--- config.mk ---
export PLATFORM = sky130hd
export DESIGN_NAME = cdc_pulse_feeder
export DESIGN_NICKNAME = d
export VERILOG_FILES = /design/src/rtl/cdc_pulse_feeder.sv
export SDC_FILE = /design/constraint.sdc
export NUM_CORES = 1
export LEC_CHECK = 0
export BUFFER_PORTS_ARGS = -buffer_cell sky130_fd_sc_hd__buf_2
export CAP_MARGIN = 15
export CELL_PAD_IN_SITES_DETAIL_PLACEMENT = 0
export CELL_PAD_IN_SITES_GLOBAL_PLACEMENT = 1
export CORE_MARGIN = 5
export CORE_UTILIZATION = 50
export DETAILED_ROUTE_END_ITERATION = 7
export PLACE_DENSITY_LB_ADDON = 0.2
export SLEW_MARGIN = 10
export SYNTH_ARGS = -nofsm -noshare
export SYNTH_HDL_FRONTEND = slang
export SYNTH_SLANG_ARGS = --single-unit
export TNS_END_PERCENT = 20
--- constraint.sdc ---
create_clock -name clk -period 3.27 [get_ports clk]
set_input_delay 0.327 -clock clk [delete_from_list [all_inputs] [get_ports clk]]
set_output_delay 0.327 -clock clk [all_outputs]
set_load 0.02 [all_outputs]
--- src/rtl/cdc_pulse_feeder.sv ---
// Source-domain feeder for the pulse-data CDC bridge.
// Buffers a valid/ready input stream in a small FIFO and offers one word at a
// time to the bridge as a single-cycle out_vld/out_din pulse. A new word is
// offered only when the bridge reports no transfer in flight (br_active low).
// If the bridge never acknowledges an offered word, the feeder gives up after
// TO cycles and raises a sticky err_to flag.

module cdc_pulse_feeder #(
    parameter int unsigned DW = 8,   // data width, must match the bridge
    parameter int unsigned AW = 2,   // FIFO address width, depth = 2**AW
    parameter int unsigned TO = 15   // WAIT_HI timeout in cycles, 1..255
) (
    input  logic          clk,
    input  logic          rstn,
    input  logic [DW-1:0] in_data,
    input  logic          in_vld,
    output logic          in_rdy,
    output logic [DW-1:0] out_din,
    output logic          out_vld,
    input  logic          br_active,
    output logic [AW:0]   level,
    output logic          busy,
    output logic          err_to,
    input  logic          err_clr
);

    localparam int unsigned Depth = 2 ** AW;
    localparam logic [7:0]  ToCnt = 8'(TO);

    typedef enum logic [1:0] {
        StIdle   = 2'd0,
        StWaitHi = 2'd1,
        StWaitLo = 2'd2
    } state_e;

    // FSM state
    state_e state_q, state_d;

    // FIFO: pointers carry one extra wrap bit to separate full from empty
    logic [AW:0]   wptr_q, wptr_d;
    logic [AW:0]   rptr_q, rptr_d;
    logic [DW-1:0] mem_q [Depth];
    logic [DW-1:0] head;

    // Bridge-side registered outputs
    logic [DW-1:0] out_din_q, out_din_d;
    logic          out_vld_q, out_vld_d;

    // Timeout bookkeeping
    logic [7:0]    cnt_q, cnt_d;
    logic          err_q, err_d;

    // Decoded control
    logic          full;
    logic          empty;
    logic          push;
    logic          issue;
    logic          cnt_hit;
    logic          timeout;

    // FIFO status and handshake decode
    always_comb begin
        full    = (wptr_q[AW] != rptr_q[AW]) && (wptr_q[AW-1:0] == rptr_q[AW-1:0]);
        empty   = (wptr_q == rptr_q);
        push    = in_vld && !full;
        head    = mem_q[rptr_q[AW-1:0]];
        // Only offer a word when idle and the bridge is not still busy
        issue   = (state_q == StIdle) && !empty && !br_active;
        cnt_hit = (cnt_q == ToCnt);
        timeout = (state_q == StWaitHi) && !br_active && cnt_hit;
    end

    // State register
    always_ff @(posedge clk or negedge rstn) begin
        if (!rstn) begin
            state_q <= StIdle;
        end else begin
            state_q <= state_d;
        end
    end

    // Next-state logic: offer, wait for active to rise, wait for it to fall
    always_comb begin
        state_d = state_q;
        unique case (state_q)
            StIdle: begin
                if (issue) begin
                    state_d = StWaitHi;
                end
            end
            StWaitHi: begin
                if (br_active) begin
                    state_d = StWaitLo;
                end else if (cnt_hit) begin
                    // Bridge never picked the word up; drop it and move on
                    state_d = StIdle;
                end
            end
            StWaitLo: begin
                if (!br_active) begin
                    state_d = StIdle;
                end
            end
            default: begin
                state_d = StIdle;
            end
        endcase
    end

    // Output and datapath next-state: pulse, data hold, counter, error flag
    always_comb begin
        out_vld_d = issue;
        out_din_d = issue ? head : out_din_q;

        cnt_d = cnt_q;
        if (issue) begin
            cnt_d = '0;
        end else if ((state_q == StWaitHi) && !br_active && !cnt_hit) begin
            cnt_d = cnt_q + 8'd1;
        end

        // Setting wins over a simultaneous clear
        err_d = err_q;
        if (timeout) begin
            err_d = 1'b1;
        end else if (err_clr) begin
            err_d = 1'b0;
        end

        wptr_d = wptr_q + {{AW{1'b0}}, push};
        rptr_d = rptr_q + {{AW{1'b0}}, issue};
    end

    // Control and output registers; reset discards FIFO contents via pointers
    always_ff @(posedge clk or negedge rstn) begin
        if (!rstn) begin
            wptr_q    <= '0;
            rptr_q    <= '0;
            out_din_q <= '0;
            out_vld_q <= 1'b0;
            cnt_q     <= '0;
            err_q     <= 1'b0;
        end else begin
            wptr_q    <= wptr_d;
            rptr_q    <= rptr_d;
            out_din_q <= out_din_d;
            out_vld_q <= out_vld_d;
            cnt_q     <= cnt_d;
            err_q     <= err_d;
        end
    end

    // FIFO storage; contents need no reset since the pointers define validity
    always_ff @(posedge clk) begin
        if (push) begin
            mem_q[wptr_q[AW-1:0]] <= in_data;
        end
    end

    // Port outputs
    always_comb begin
        in_rdy  = !full;
        out_din = out_din_q;
        out_vld = out_vld_q;
        level   = wptr_q - rptr_q;
        busy    = (state_q != StIdle) || (level != '0);
        err_to  = err_q;
    end

endmodule

# Word-level counts from Yosys, hierarchy flattened
# Memories as Yosys holds them, arrays and structs flattened. A register that Yosys moved wholly into a read port is not among the register bits.
# Index checks and enable logic that the tools add are counted.
[word_totals] regBits=18 mem_bits_rw=32 inputBits=13 output_inout_bits=15 wordCells=50 memories=1
[memory_table] name="mem_q" words=4 width=8 read_ports=1 rd_clocked_by_memory_dff=1 wr=1 line="42" text="logic [DW-1:0] mem_q [Depth];"
[classes] addsub=4 eq_ne=9 mux=11 reduce_logical=19
[op_table] op="8-bit 2-to-1 mux" n=2
[op_table] op="8-bit by 1-bit adder with 8-bit output (second input constant)" n=1
[op_table] op="8-bit by 4-bit == test with 1-bit output (second input constant)" n=1
[op_table] op="2-bit 2-to-1 mux" n=4
[op_table] op="1-bit logical AND" n=7
[op_table] op="3-bit by 1-bit adder with 3-bit output" n=2
[op_table] op="2-bit one-hot mux with 3 select lines" n=1
[op_table] op="2-bit nonzero test" n=3
[op_table] op="1-bit logical NOT" n=5
[op_table] op="1-bit 2-to-1 mux" n=4
[op_table] op="2-bit inequality test (second input constant)" n=2
[op_table] op="3-bit == test" n=1
[op_table] op="3-bit inequality test (second input constant)" n=1
[op_table] op="3-bit AND reduction" n=1
[op_table] op="3-bit nonzero test" n=1
[op_table] op="3-bit subtractor" n=1
[op_table] op="2-bit by 1-bit == test with 1-bit output (second input constant)" n=1
[op_table] op="2-bit == test" n=1
[op_table] op="2-bit == test (second input constant)" n=1
[op_table] op="2-bit logical NOT" n=1
[op_table] op="1-bit logical OR" n=1
[op_table] op="1-bit inequality test" n=1

# Longest topological paths before layout
# Gate-level depths: netlist (run 1).
[depth] word_depth=6 depth_mapped=10 ltp_nobuf=8

# Worst setup path before layout (run 1)
# No wires, ideal clock.
[synth_path] path_kind="register to register" start="register rptr_q[1]" end="memory mem_q[0][0] (enable)" setup_ps=383 t_arrival_ps=2002 required_time_ps=2887 setup_slack_ps=885 stages_incl_launch_ff=7 path_buffers=1 synth_period_minus_slack_ps=2385 cell_sequence="dfrtp_1 clkbuf_1 inv_1 ha_1 nand3_1 nand2_1 nor3_1"
[synth_between] elab_chain_len=6
[synth_rtl] element="start, declared" line="41" text="logic [AW:0] rptr_q, rptr_d;"
[synth_rtl] element="start signal, assigned" line="145" text="rptr_q <= rptr_d;"
[synth_rtl] element="2-bit == test" line="63" text="full = (wptr_q[AW] != rptr_q[AW]) && (wptr_q[AW-1:0] == rptr_q[AW-1:0]);"
[synth_rtl] element="1-bit logical AND" line="63"
[synth_rtl] element="1-bit logical NOT"
[synth_rtl] element="net in_rdy" line="17" text="output logic in_rdy,"
[synth_rtl] element="1-bit logical AND" line="65" text="push = in_vld && !full;"
[synth_rtl] element="1-bit 2-to-1 mux" line="155" text="if (push) begin"
[synth_rtl] element="1-bit 2-to-1 mux (implied by the code)" line="156" text="mem_q[wptr_q[AW-1:0]] <= in_data;"
[synth_rtl] element="end, declared" line="42"
# The timed path passes the listed nets, and every way through them passes these cells.

# Worst setup path after layout (run 1)
[layout_path] start="register rptr_q[0]" end="output busy"
[layout_between] elab_chain_len=3
[layout_rtl] element="3-bit subtractor" line="165" text="level = wptr_q - rptr_q;"
[layout_rtl] element="3-bit nonzero test" line="166" text="busy = (state_q != StIdle) || (level != '0);"
[layout_rtl] element="1-bit logical OR" line="166"
[layout_rtl] element="end, declared" line="22" text="output logic busy,"
# Every way passes these cells.

==> flow_summary.ini, run 1 <==
[cells_and_area]
antenna_cells = 0
multi_input_area_um2 = 763
seq_area_mm2 = 0.00161
num-fill-cells = 365
final_area_mm2 = 0.00289
syn2layout_area_growth_pct = 18.9
final_util = 0.611
drive_gt1_frac = 0.342
instances_no_fill = 263
finalNetCount = 212

[yosys]
ys_seq_area_frac = 0.664
ys_warn_count = 0
synth_edf_count = 32
synth_cell_types = 37
synth_adder_area_share = 0.0443
avgSynthCellArea_um2 = 16.1
ys_ff_latch = 58
synth_nets = 172
yosys.area.top_type = edfxtp_1
yosys_most_used_dff = edfxtp_1
synth_top_area_frac = 0.396
synthTopCellsByCount = 32 x edfxtp_1, 26 x dfrtp_1, 11 x nand2_1, 8 x mux4_2
ys_top_cells_by_area = edfxtp_1 40%, dfrtp_1 27%, mux4_2 7.4%, ha_1 3.6%, mux2_2 2.8%
synthMuxAreaShare = 0.114
synth_top_family_by_area = multiplexers
yosys.area_share.simple = 0.0959
synthArstFlopShare = 0.448
synth_compound_area_frac = 0.0242
synth.most_common_cell = edfxtp_1
synthCells = 151
synth_xor_area_frac = 0.0356
netlist_area_mm2 = 0.00243

[critical_path]
cp-end-kind = output port
worst-setup-path-type = flop to output port
startpoint = rptr_q[0]
worst-path-max-fanout = 10
worstPathArrival_ns = 2.47
start_kind = flop
timing.rr.start = rptr_q[0]
crit_required_ns = 2.94

[place]
placedCellCount = 246
post-place-ws_ns = 0.786
place_area_mm2 = 0.00266
numPortBuffers = 27
gp_congestion = 0.820
place_hpwl_um = 3040

[cts]
cts.sinks = 58
cts_setup_buffers = 0
root_buffer = clkbuf_8
htreeDepth = 3
clk_latency_ns = 0.33
clkSlewWorstSetupHoldPaths_ns = 0.06
cts_tree = yes
cts_buffers = 9
clk_path_buf_depth = 2

[sta]
period_minus_slack_ns = 2.80
tightestPinTransition_ns = 0.616
fin_crit_sh = 0.855
relSlewSlack = 0.589
timing.fmax_ghz = 0.358
setup_violations = 0
skew_ns = 0.00493
rsz0062_at_grt = no
setup_tns_ns = 0
finalWorstSetupSlack_ns = 0.473
hold_viol = 0
drv_slew = 0

[status]
status = completed

[floorplanning]
die_y_um = 79.7
io_pins = 28
rows = 25
die_area_mm2 = 0.00635
dieWidth_um = 79.7
start_util = 0.514
core_area_mm2 = 0.00472

[global_routing]
grt_max_degree = 27
grt_pass1_wl_um = 7220
grt.overflow.total = 0
antenna_found_initial = 0
grt.total_usage = 0.159
grt_pass1_vias = 1449

[power]
ir_drop_uv = 676
power.leakage_nw = 1.16
power_density_mw_per_mm2 = 1010

[routing]
final_antenna_net_count = 0
drt_iter0_drc = 140
vias = 1385
wl_um = 4330
avgViaCountPerCell = 5.27
drc = 0
wl_per_cell_um = 16.5
drtPass1Iterations = 4

[worst_hold_path]
hold_path_class = input port to flop
hp-start = err_clr

[job]
max_cap_violations = 0
-- what timing repair did --
| item | CTS | global route |
|---|---|---|
| endpoints found under the hold margin | 4 | 0 |
| gates resized for setup | 0 | 0 |
| hold buffers | 1 | 0 |
-- per-layer routing --
| metal | track usage | part of all wire | up-vias |
|---|---|---|---|
| li1 | - | - | 640 |
| met1 | 0.207 | 0.45 | 700 |
| met2 | 0.241 | 0.48 | 37 |
| met3 | 0.0418 | 0.042 | 8 |
| met4 | 0.0876 | 0.023 | 0 |
| met5 | 0 | 0 | - |
-- worst paths after layout --
| path | end | slack, ns | cells past startpoint |
|---|---|---|---|
| max | busy | 0.47 | 5 |
| min | err_to | 0.19 | 2 |
| max reg2reg | out_din[7] | 0.86 | 6 |
| min reg2reg | out_din[3] | 0.50 | 1 |
| max in group asynchronous | out_din[4] | 2.36 | 2 |
| min in group asynchronous | cnt_q[5] | 0.53 | 2 |
-- layout by cell type, fill, tap and decap left out, types with 7 or more instances in the layout --
master,Yosys,routed
buf_2,0,27
clkbuf_8,0,10
dfrtp_1,26,26
edfxtp_1,32,32
ha_1,7,7
inv_1,7,7
mux4_2,8,8
nand2_1,11,11
nor3_1,7,7
-- power by group --
group	total [W]	switching, W	internal, W
clock network	0.000724	0.000277	0.000447
registers	0.00119	0.000191	0.000998
logic	0.000998	0.000543	0.000455
total	0.00291	0.00101	0.00190
-- stage by stage --
step                total power, W  hold slack [ns]
floorplan                  0.00189           0.0314
global placement           0.00218            0.350
detailed placement         0.00222            0.363
CTS                        0.00296            0.177
global route               0.00311            0.189
finish                     0.00291            0.193
-- cell type report --
class | count | share of cell area
multi-input cells | 82 | 0.264
repair buffers | 33 | 0.0633
well taps | 67 | 0.0290
inverters | 7 | 0.00910
flip-flops and latches | 58 | 0.558
clock inverters | 5 | 0.0269
clock buffers | 11 | 0.0490
-- cells by family after synthesis --
| logic type | Yosys count |
|---|---|
| flip-flops | 58 |
| AND/OR/NAND/NOR | 40 |
| multiplexers | 16 |
| buffers and inverters | 11 |
| AO/OA/AOI/OAI | 9 |
| XOR/XNOR | 9 |
| adder cells (fa/ha/maj) | 8 |
-- sequential cells by signal (all words and copies together) (netlist names) --
register	cells
out_vld	1
out_din	8
mem_q	32
cnt_q	8
rptr_q	3
err_to	1
state_q	2
wptr_q	3
-- critical path, stage by stage, from the launching register on --
cell	delay, ns
dfrtp_1	0.60
ha_1	0.31
fa_1	0.38
xor2_1	0.18
or4_1	0.49
buf_2	0.18
Power figures use the tool's default switching activity.
==> run 2, diff against run 1 <==
--- a/config.mk
+++ b/config.mk
@@ -10,9 +10,10 @@
 export CELL_PAD_IN_SITES_DETAIL_PLACEMENT = 0
 export CELL_PAD_IN_SITES_GLOBAL_PLACEMENT = 1
 export CORE_MARGIN = 5
-export CORE_UTILIZATION = 50
+export CORE_UTILIZATION = 40
 export DETAILED_ROUTE_END_ITERATION = 7
 export PLACE_DENSITY_LB_ADDON = 0.2
+export REMOVE_ABC_BUFFERS = 1
 export SLEW_MARGIN = 10
 export SYNTH_ARGS = -nofsm -noshare
 export SYNTH_HDL_FRONTEND = slang
==> run 2 against run 1 <==
Against the previous run:
- via count down 5.2%
- worst hold slack worse by 0.18 ns
- final area down 0.43%
- first-iteration DRC count down 81%
- sequential power about the same
- routed wire length down 5.1%
- register-to-register slack better by 0.11 ns
- count of clock-buffer cells in the layout up 2
- cell count up 3.0%
- combinational power down 1%
- critical path depth unchanged
- critical path type unchanged
==> flow_summary.ini, run 2 (synthesis gave the netlist of run 1 again) <==
[status]
status = completed

[critical_path]
cp-end-kind = output port
worstPathArrival_ns = 2.40
slowest_stage = dfrtp_1
reg2reg_slack_ns = 0.97
worstPathCellList = ha_1 -> fa_1 -> xor2_1 -> or4_1 -> buf_2
r2r-end = rptr_q[2]
worst-path-max-fanout = 10
timing.rr.start = rptr_q[0]
slowest_delay_ns = 0.59
cpLargestDelayFamily = adder cells
start_kind = flop
crit_buf_inv = 1
crit_required_ns = 2.94
reg2regPathDepth = 8
worst-setup-path-type = flop to output port

[global_routing]
grt_pass1_vias = 1426
grt.overflow.total = 0
antenna_found_initial = 0
grt_pass1_wl_um = 6830
grt.total_usage = 0.121
grt_max_degree = 27

[cts]
cts_resized = 0
cts_buffers = 9
clk_path_buf_depth = 2
clkSlewWorstSetupHoldPaths_ns = 0.06
cts.sinks = 58
root_buffer = clkbuf_8
htreeDepth = 3
cts_tree = yes
cts_setup_buffers = 0
hold_buffers = 0
clk_latency_ns = 0.32

[floorplanning]
die_y_um = 87.9
rows = 28
start_util = 0.410
core_area_mm2 = 0.00592
io_pins = 28
dieWidth_um = 87.9
die_area_mm2 = 0.00773

[cells_and_area]
final_area_mm2 = 0.00287
largest_reg_flops = 32
final_util = 0.485
finalNetCount = 212
final_common_cell = edfxtp_1
syn2layout_area_growth_pct = 18.4
mostFrequentLayoutCells = 32 x edfxtp_1, 27 x buf_2, 26 x dfrtp_1
antenna_cells = 0
drive_gt1_frac = 0.347

[routing]
avgViaCountPerCell = 4.85
drc = 0
vias = 1313
wl_um = 4110
drt_iter0_drc = 26
drtPass1Iterations = 4
final_antenna_net_count = 0
wl_per_cell_um = 15.2

[sta]
setup_tns_ns = 0
tightestPinTransition_ns = 0.587
finalWorstSetupSlack_ns = 0.544
period_minus_slack_ns = 2.73
timing.fmax_ghz = 0.367
fin_crit_sh = 0.834
setup_violations = 0
rsz0062_at_grt = no
hold_viol = 0
drv_slew = 0
skew_ns = 0.00864
relSlewSlack = 0.608

[power]
power.leakage_nw = 1.16
ir_drop_uv = 376
power_density_mw_per_mm2 = 980
total_power_w = 0.00282

[place]
post-place-ws_ns = 0.853
place_area_mm2 = 0.00268
gp_congestion = 0.658
numPortBuffers = 27
place_hpwl_um = 2850

[job]
max_cap_violations = 0

[worst_hold_path]
hold_path_class = input port to asynchronous set/reset pin
## run 2: stage by stage
step | cells | hold slack, ns
after floorplan | 147 | 0.0314
after global routing | 271 | 0.0676
after global placement | 255 | 0.365
after CTS | 271 | 0.0253
after detailed placement | 255 | 0.387
final | 271 | 0.00884
## run 2: worst reg2reg max path: stages (launching register included)
cell and delay [ns]:
dfrtp_1 0.72, ha_1 0.39, nand2_1 0.12, nor2_2 0.05, nor4_4 0.26, buf_4 0.23
ha_1 0.15, ha_1 0.15, xor2_1 0.15
## run 2: power breakdown
group | internal, W | switching [W] | leakage, nW | total [W]
registers | 0.000998 | 0.000187 | 0.620 | 0.00118
logic | 0.000460 | 0.000526 | 0.432 | 0.000986
clock network | 0.000391 | 0.000255 | 0.103 | 0.000646
total | 0.00185 | 0.000967 | 1.16 | 0.00282
## run 2: routing by layer
layer  global-route usage  vias to the layer above  share of wire
met5                    0                        -              0
met4               0.0683                        0         0.0092
met3               0.0301                        4          0.033
met2                0.204                       21           0.52
met1                0.141                      647           0.44
li1                     -                      641              -
## run 2: cell type report
class / count / area (um2)
clock buffer: 13 / 159
clock inverter: 3 / 40.0
fill: 521 / 3050
inverter: 7 / 26.3
multi-input combinational: 82 / 763
sequential: 58 / 1610
tap: 75 / 93.8
timing repair buffer: 33 / 180
## run 2: how the worst max path moves through the flow
| stage | start | end | slack, ns | cells after the start |
|---|---|---|---|---|
| 3_5_place_dp | rptr_q[0] | busy | 0.85 | 5 |
| 3_3_place_gp | rptr_q[0] | busy | 0.86 | 5 |
| 5_1_grt | rptr_q[0] | busy | 0.38 | 5 |
| 2_1_floorplan | rptr_q[0] | busy | 0.93 | 4 |
| 6_report | rptr_q[0] | busy | 0.54 | 5 |
| 4_1_cts | rptr_q[0] | busy | 0.50 | 5 |
